$ cat src/rtl/fetch_decode_execute.sv
// fetch_decode_execute: Fetch, Decode and Execute stages of a 5-stage in-order pipeline.
//   Fetch   : PC register, instruction-memory address, FD pipeline register.
//   Decode  : 16-entry register file, busy scoreboard, dependency/branch stalls, DE register.
//   Execute : registered ALU driving the Memory stage.
// Optional build macro: WB_BYPASS_EN (writeback data forwarded into Decode operand reads).
// Ports:
//   I_CLOCK, I_LOCK                      clock, synchronous active-low reset
//   O_IMemAddr / I_IMemData              instruction-memory address and read data
//   I_BranchPC, I_BranchAddrSelect       branch redirect from Memory
//   I_WriteBack{Enable,RegIdx,Data}      register write from Writeback
//   O_LOCK                               I_LOCK delayed through the three stages
//   O_FetchStall, O_DepStall             bubble type of the Execute output
//   O_ALUOut, O_BranchTaken, O_Opcode,
//   O_DestRegIdx                         Execute results
//   O_BranchStallSignal                  branch-stall flag (fetch frozen until redirect)
module fetch_decode_execute #(
  parameter int unsigned PC_WIDTH     = 16,
  parameter int unsigned IR_WIDTH     = 32,
  parameter int unsigned REG_WIDTH    = 16,
  parameter int unsigned OPCODE_WIDTH = 8
) (
  input  logic                    I_CLOCK,
  input  logic                    I_LOCK,
  output logic [PC_WIDTH-1:0]     O_IMemAddr,
  input  logic [IR_WIDTH-1:0]     I_IMemData,
  input  logic [PC_WIDTH-1:0]     I_BranchPC,
  input  logic                    I_BranchAddrSelect,
  input  logic                    I_WriteBackEnable,
  input  logic [3:0]              I_WriteBackRegIdx,
  input  logic [REG_WIDTH-1:0]    I_WriteBackData,
  output logic                    O_LOCK,
  output logic                    O_FetchStall,
  output logic                    O_DepStall,
  output logic [REG_WIDTH-1:0]    O_ALUOut,
  output logic                    O_BranchTaken,
  output logic [OPCODE_WIDTH-1:0] O_Opcode,
  output logic [3:0]              O_DestRegIdx,
  output logic                    O_BranchStallSignal
);

  localparam int unsigned NUM_REGS = 16;
  localparam int unsigned IMM_WIDTH = 16;

  localparam logic [OPCODE_WIDTH-1:0] OP_ADD  = OPCODE_WIDTH'(8'h00);
  localparam logic [OPCODE_WIDTH-1:0] OP_ADDI = OPCODE_WIDTH'(8'h01);
  localparam logic [OPCODE_WIDTH-1:0] OP_AND  = OPCODE_WIDTH'(8'h02);
  localparam logic [OPCODE_WIDTH-1:0] OP_ANDI = OPCODE_WIDTH'(8'h03);
  localparam logic [OPCODE_WIDTH-1:0] OP_MOV  = OPCODE_WIDTH'(8'h04);
  localparam logic [OPCODE_WIDTH-1:0] OP_MOVI = OPCODE_WIDTH'(8'h05);
  localparam logic [OPCODE_WIDTH-1:0] OP_LDW  = OPCODE_WIDTH'(8'h06);
  localparam logic [OPCODE_WIDTH-1:0] OP_BRZ  = OPCODE_WIDTH'(8'h08);
  localparam logic [OPCODE_WIDTH-1:0] OP_JMP  = OPCODE_WIDTH'(8'h09);
  localparam logic [OPCODE_WIDTH-1:0] OP_NOP  = {OPCODE_WIDTH{1'b1}};

  // ---------------------------------------------------------------- state
  logic [PC_WIDTH-1:0]              r_pc;
  logic                             r_lock_f;
  logic                             r_fd_valid;
  logic                             r_fd_fstall;
  logic [IR_WIDTH-1:0]              r_fd_ir;
  logic [PC_WIDTH-1:0]              r_fd_pc1;

  logic [NUM_REGS-1:0][REG_WIDTH-1:0] r_regs;
  logic [NUM_REGS-1:0]              r_busy;
  logic                             r_branch_stall;
  logic                             r_lock_d;
  logic [OPCODE_WIDTH-1:0]          r_de_op;
  logic [3:0]                       r_de_dest;
  logic [REG_WIDTH-1:0]             r_de_a;
  logic [REG_WIDTH-1:0]             r_de_b;
  logic [PC_WIDTH-1:0]              r_de_pc1;
  logic                             r_de_fstall;
  logic                             r_de_dstall;

  logic                             r_lock_e;
  logic [OPCODE_WIDTH-1:0]          r_ex_op;
  logic [3:0]                       r_ex_dest;
  logic [REG_WIDTH-1:0]             r_ex_alu;
  logic                             r_ex_taken;
  logic                             r_ex_fstall;
  logic                             r_ex_dstall;

  // ---------------------------------------------------------------- decode fields
  logic [OPCODE_WIDTH-1:0] w_fd_op;
  logic [3:0]              w_dest;
  logic [3:0]              w_src1;
  logic [3:0]              w_src2;
  logic [IMM_WIDTH-1:0]    w_imm;

  assign w_fd_op = r_fd_ir[IR_WIDTH-1 -: OPCODE_WIDTH];
  assign w_dest  = r_fd_ir[23:20];
  assign w_src1  = r_fd_ir[19:16];
  assign w_src2  = r_fd_ir[11:8];
  assign w_imm   = r_fd_ir[15:0];

  // Operand usage per opcode; unknown opcodes behave as NOP.
  logic w_uses_s1;
  logic w_uses_s2;
  logic w_writes;
  logic w_is_branch;
  logic w_known;

  always_comb begin
    w_uses_s1   = 1'b0;
    w_uses_s2   = 1'b0;
    w_writes    = 1'b0;
    w_is_branch = 1'b0;
    w_known     = 1'b1;
    case (w_fd_op)
      OP_ADD, OP_AND: begin
        w_uses_s1 = 1'b1;
        w_uses_s2 = 1'b1;
        w_writes  = 1'b1;
      end
      OP_ADDI, OP_ANDI, OP_MOV, OP_LDW: begin
        w_uses_s1 = 1'b1;
        w_writes  = 1'b1;
      end
      OP_MOVI: w_writes = 1'b1;
      OP_BRZ, OP_JMP: begin
        w_uses_s1   = 1'b1;
        w_is_branch = 1'b1;
      end
      default: w_known = 1'b0;
    endcase
  end

  // Scoreboard view and operand reads, optionally forwarding the writeback port.
  logic [NUM_REGS-1:0]  w_busy_eff;
  logic [REG_WIDTH-1:0] w_s1_val;
  logic [REG_WIDTH-1:0] w_s2_val;

  always_comb begin
    w_busy_eff = r_busy;
    w_s1_val   = r_regs[w_src1];
    w_s2_val   = r_regs[w_src2];
`ifdef WB_BYPASS_EN
    if (I_WriteBackEnable) begin
      w_busy_eff[I_WriteBackRegIdx] = 1'b0;
      if (I_WriteBackRegIdx == w_src1) w_s1_val = I_WriteBackData;
      if (I_WriteBackRegIdx == w_src2) w_s2_val = I_WriteBackData;
    end
`endif
  end

  logic w_dep_stall;
  logic w_issue;
  logic w_issue_write;
  logic w_issue_branch;

  assign w_dep_stall    = r_fd_valid & ((w_uses_s1 & w_busy_eff[w_src1]) |
                                        (w_uses_s2 & w_busy_eff[w_src2]) |
                                        (w_writes  & w_busy_eff[w_dest]));
  assign w_issue        = r_fd_valid & ~w_dep_stall;
  assign w_issue_write  = w_issue & w_writes;
  assign w_issue_branch = w_issue & w_is_branch;

  // ---------------------------------------------------------------- fetch
  // A branch leaving Decode freezes the PC in the same edge so nothing past it is fetched.
  always_ff @(posedge I_CLOCK) begin
    if (!I_LOCK) begin
      r_pc        <= '0;
      r_lock_f    <= 1'b0;
      r_fd_valid  <= 1'b0;
      r_fd_fstall <= 1'b0;
      r_fd_ir     <= '0;
      r_fd_pc1    <= '0;
    end else begin
      r_lock_f <= I_LOCK;
      if (I_BranchAddrSelect) begin
        r_pc        <= I_BranchPC;
        r_fd_valid  <= 1'b0;
        r_fd_fstall <= 1'b1;
      end else if (r_branch_stall || w_issue_branch) begin
        r_fd_valid  <= 1'b0;
        r_fd_fstall <= 1'b1;
      end else if (!w_dep_stall) begin
        r_fd_ir     <= I_IMemData;
        r_fd_pc1    <= r_pc + PC_WIDTH'(1);
        r_pc        <= r_pc + PC_WIDTH'(1);
        r_fd_valid  <= 1'b1;
        r_fd_fstall <= 1'b0;
      end
    end
  end

  // ---------------------------------------------------------------- decode
  always_ff @(posedge I_CLOCK) begin
    if (!I_LOCK) begin
      r_regs         <= '0;
      r_busy         <= '0;
      r_branch_stall <= 1'b0;
      r_lock_d       <= 1'b0;
      r_de_op        <= OP_NOP;
      r_de_dest      <= '0;
      r_de_a         <= '0;
      r_de_b         <= '0;
      r_de_pc1       <= '0;
      r_de_fstall    <= 1'b0;
      r_de_dstall    <= 1'b0;
    end else begin
      r_lock_d <= r_lock_f;

      if (I_WriteBackEnable) begin
        r_regs[I_WriteBackRegIdx] <= I_WriteBackData;
        r_busy[I_WriteBackRegIdx] <= 1'b0;
      end
      // Issue after writeback so a same-index set overrides the clear.
      if (w_issue_write) r_busy[w_dest] <= 1'b1;

      if (I_BranchAddrSelect)  r_branch_stall <= 1'b0;
      else if (w_issue_branch) r_branch_stall <= 1'b1;

      if (w_issue) begin
        r_de_op     <= w_known ? w_fd_op : OP_NOP;
        r_de_dest   <= w_writes ? w_dest : 4'd0;
        r_de_a      <= w_s1_val;
        r_de_b      <= w_uses_s2 ? w_s2_val : REG_WIDTH'(w_imm);
        r_de_pc1    <= r_fd_pc1;
        r_de_fstall <= 1'b0;
        r_de_dstall <= 1'b0;
      end else begin
        r_de_op     <= OP_NOP;
        r_de_dest   <= '0;
        r_de_a      <= '0;
        r_de_b      <= '0;
        r_de_pc1    <= '0;
        r_de_fstall <= r_fd_fstall & ~r_fd_valid;
        r_de_dstall <= w_dep_stall;
      end
    end
  end

  // ---------------------------------------------------------------- execute
  logic [REG_WIDTH-1:0] w_alu;
  logic                 w_taken;

  always_comb begin
    w_alu   = '0;
    w_taken = 1'b0;
    case (r_de_op)
      OP_ADD, OP_ADDI, OP_LDW: w_alu = r_de_a + r_de_b;
      OP_AND, OP_ANDI:         w_alu = r_de_a & r_de_b;
      OP_MOV:                  w_alu = r_de_a;
      OP_MOVI:                 w_alu = r_de_b;
      OP_BRZ: begin
        w_alu   = REG_WIDTH'(r_de_pc1) + r_de_b;
        w_taken = (r_de_a == '0);
      end
      OP_JMP: begin
        w_alu   = r_de_a;
        w_taken = 1'b1;
      end
      default: w_alu = '0;
    endcase
  end

  always_ff @(posedge I_CLOCK) begin
    if (!I_LOCK) begin
      r_lock_e    <= 1'b0;
      r_ex_op     <= OP_NOP;
      r_ex_dest   <= '0;
      r_ex_alu    <= '0;
      r_ex_taken  <= 1'b0;
      r_ex_fstall <= 1'b0;
      r_ex_dstall <= 1'b0;
    end else begin
      r_lock_e    <= r_lock_d;
      r_ex_op     <= r_de_op;
      r_ex_dest   <= r_de_dest;
      r_ex_alu    <= w_alu;
      r_ex_taken  <= w_taken;
      r_ex_fstall <= r_de_fstall;
      r_ex_dstall <= r_de_dstall;
    end
  end

  // ---------------------------------------------------------------- outputs
  assign O_IMemAddr          = r_pc;
  assign O_LOCK              = r_lock_e;
  assign O_Opcode            = r_ex_op;
  assign O_DestRegIdx        = r_ex_dest;
  assign O_ALUOut            = r_ex_alu;
  assign O_BranchTaken       = r_ex_taken;
  assign O_FetchStall        = r_ex_fstall;
  assign O_DepStall          = r_ex_dstall;
  assign O_BranchStallSignal = r_branch_stall;

endmodule

$ cat config.mk
export PLATFORM = sky130hd
export DESIGN_NAME = fetch_decode_execute
export DESIGN_NICKNAME = d
export VERILOG_FILES = /design/src/rtl/fetch_decode_execute.sv
export SDC_FILE = /design/constraint.sdc
export NUM_CORES = 1
export LEC_CHECK = 0
export ABC_CLOCK_PERIOD_IN_PS = 4500
export CORE_UTILIZATION = 58
export CTS_CLUSTER_DIAMETER = 80
export CTS_CLUSTER_SIZE = 16
export DETAILED_ROUTE_END_ITERATION = 8
export DONT_BUFFER_PORTS = 1
export HOLD_SLACK_MARGIN = 0.1
export PLACE_DENSITY_LB_ADDON = 0.1
export SETUP_SLACK_MARGIN = 0.02
export SLEW_MARGIN = 20
export SYNTH_ARGS = -nofsm -noshare
export SYNTH_HDL_FRONTEND = slang
export SYNTH_SLANG_ARGS = --single-unit
$ cat constraint.sdc
create_clock -name I_CLOCK -period 4.5 [get_ports I_CLOCK]
set_input_delay 1.35 -clock I_CLOCK [delete_from_list [all_inputs] [get_ports I_CLOCK]]
set_output_delay 1.35 -clock I_CLOCK [all_outputs]
set_load 0.01 [all_outputs]
==> impl_metrics.json <==
{
  "fmax_mhz": 239,
  "worstSetupStartpointType": "flop",
  "ir_drop_mv": 0.322,
  "num_vias": 17147,
  "placed_cells": 2553,
  "ctsHoldBuffers": 0,
  "slew_headroom": 0.147,
  "rows": 68,
  "tightest_slew_ps": 1280,
  "drtAntennaViolNets": 0,
  "final_cell_mix": "569 x nand2_1, 430 x dfxtp_1, 354 x a21oi_1",
  "worstSetupEndpointType": "flop",
  "ys.flop_type": "dfxtp_1",
  "required_ps": 4970,
  "start_util": 0.594,
  "timing.hold.ws_ps": 434,
  "cpPeakStageDelay_ps": 660,
  "synth_seq_cells": 435,
  "dp_hpwl_um": 40100,
  "drive_gt1_frac": 0.139,
  "core_area_mm2": 0.0349,
  "stdcell_count": 2592,
  "grt_pass1_wl_um": 97100,
  "drc_errors": 0,
  "crit_fanout": 5,
  "crit_path_top_delay_cell": "or4_1",
  "tns_ps": 0,
  "synthTopCellsByArea": "dfxtp_1 42%, mux4_2 18%, nand2_1 10%",
  "finalSetupViolations": 0,
  "dieArea_mm2": 0.0365,
  "cts_root_buffer": "clkbuf_16",
  "cts_setup_buffers": 0,
  "drt-total-wl_um": 64600,
  "grt_use_total": 0.355,
  "globalplace.congestion": 0.908,
  "p_per_area_mw_per_mm2": 333,
  "path_class": "reg2reg",
  "seq_area_mm2": 0.00872,
  "drt_iter0_markers": 1928,
  "multi_input_area_mm2": 0.0112,
  "maxCapViolations": 0,
  "grt_overflow": 0,
  "fin_crit_sh": 0.929,
  "cts_buffers": 31,
  "hold_path.class": "reg2reg",
  "portBuffers": 0,
  "fin_util": 0.625,
  "grt_setup_unrepaired": "no",
  "via_per_inst": 6.62,
  "grt_max_degree": 140,
  "htree_levels": 1,
  "hold_viol": 0,
  "synth_nets": 2347,
  "ys_seq_area_frac": 0.420,
  "numClockSinks": 435,
  "dieWidth_um": 191,
  "yosysTopAreaCell": "dfxtp_1",
  "synth.distinct_cells": 67,
  "fillers": 2982,
  "finClkSkew_ps": 14.8,
  "wl_per_cell_um": 24.9,
  "min_period_ps": 4180,
  "p_leak_nw": 7.10,
  "maxSlewViolCount": 0,
  "fp.dieH_um": 191,
  "layout_commonest_cell": "nand2_1",
  "cts_tree": "done",
  "syn2layout_area_growth_pct": 5.12,
  "path_cells": "or4_1 > or3b_1 > or3_1 > mux2_2 > ha_1 > fa_1 > a211oi_1 > buf_4 > o21bai_1 > a21oi_1 > o21bai_1 > a21oi_1 > xor2_1 > o32ai_1",
  "clkLatencyLatePin_ps": 600,
  "dr.pass1.iters": 5,
  "antenna_found_initial": 1,
  "syn_inst": 2255,
  "synth_edf_count": 0,
  "outcome": "finished clean",
  "grt_pass1_vias": 16258,
  "netlist_area_mm2": 0.0207,
  "clk_pin_slew_ps": 80,
  "clock_tree.buffer_depth": 3,
  "postSynth.asyncResetShare": 0,
  "yosysTopAreaCellShare": 0.420,
  "syn_area_per_cell_um2": 9.20,
  "arrival_ps": 4650,
  "io_pins": 121,
  "yosysWarningCount": 0,
  "cts_resized": 0,
  "final_nets": 2223
}
## where the power goes
| group | internal [W] | total (W) | switching (W) |
|---|---|---|---|
| Sequential | 0.00393 | 0.00405 | 0.000113 |
| Clock | 0.00126 | 0.00260 | 0.00134 |
| Combinational | 0.000235 | 0.000608 | 0.000374 |
| Total | 0.00543 | 0.00726 | 0.00183 |
## sequential cells by signal, summed over array words and instances (netlist names), 16 cells and up
signal and cells:
r_de_a 16, O_ALUOut 16, r_regs 256, r_de_b 16, r_fd_pc1 16, O_IMemAddr 16
r_busy 16, r_fd_ir 32, r_de_pc1 16
## critical path: cells and delay by family (launching register included)
| family | cells | cell delay (ps) |
|---|---|---|
| mux | 1 | 300 |
| simple gates | 3 | 1440 |
| compound gates | 6 | 980 |
| flops | 1 | 310 |
| xor+xnor | 1 | 170 |
| buf+inv | 1 | 160 |
| fa+ha+maj | 2 | 690 |
## layout make-up
class                           count  area share
Clock inverter                      1    0.000517
Sequential cell                   435       0.400
Inverter                           13     0.00258
Timing Repair Buffer               42      0.0173
Tap cell                          455      0.0261
Multi-Input combinational cell   1608       0.516
Clock buffer                       36      0.0374
Antenna cell                        2    0.000230
## metrics by stage
step | setup WS, ps | total power (W) | cell area (um^2)
6_report | 321 | 0.00726 | 21800
5_1_grt | 42.0 | 0.00747 | 21800
4_1_cts | 348 | 0.00727 | 21800
3_5_place_dp | 374 | 0.00473 | 21000
3_3_place_gp | 368 | 0.00472 | 21000
2_1_floorplan | 227 | 0.00460 | 20700
## cell usage after synthesis (all sizes together) (2+ instances only)
cell type  instances
a32oi              2
mux4             166
a21oi            355
nand3b             3
nand2            569
o211ai             6
o21bai             3
mux2i             11
a311oi            16
a211o              7
or2                4
nand4              4
xnor2             16
a21o              16
buf               51
clkbuf           148
and2              44
a31oi             11
nor4               7
nor3b              3
o22ai              2
nand2b            17
dfxtp            435
nor3              15
or3b               2
or3               15
o21ai             69
o31ai              2
nor2              59
xor2              10
a211oi            20
nor2b              7
o32ai              2
a222oi             3
a41oi              2
or4                3
a31o               4
nand3             69
mux2              20
ha                19
and3              11
inv               12
a22oi              3
## cell families after synthesis
group,synth area share
xor+xnor,0.0110
simple gates,0.174
fa+ha+maj,0.0124
compound gates,0.146
flops,0.420
buf+inv,0.0409
mux,0.196
## path summary, 6_finish.rpt
check	cells past startpoint	from	to	slack, ps
setup / recovery	14	r_de_op[5]$_SDFF_PN1_	O_ALUOut[8]$_SDFF_PN0_	320
hold / removal	1	r_lock_d$_SDFF_PN0_	O_LOCK$_SDFF_PN0_	430
setup reg to reg	14	r_de_op[5]$_SDFF_PN1_	O_ALUOut[8]$_SDFF_PN0_	320
hold reg to reg	1	r_lock_d$_SDFF_PN0_	O_LOCK$_SDFF_PN0_	430
## per-layer routing
metal  up-vias  track usage  routed length, um
met3       177       0.0610               6120
met4         0        0.141               2550
met2       884        0.579              30400
li1       7718            -                  -
met5         -            0                  0
met1      8368        0.469              25500
No activity file was read; power rests on OpenSTA's default activity.
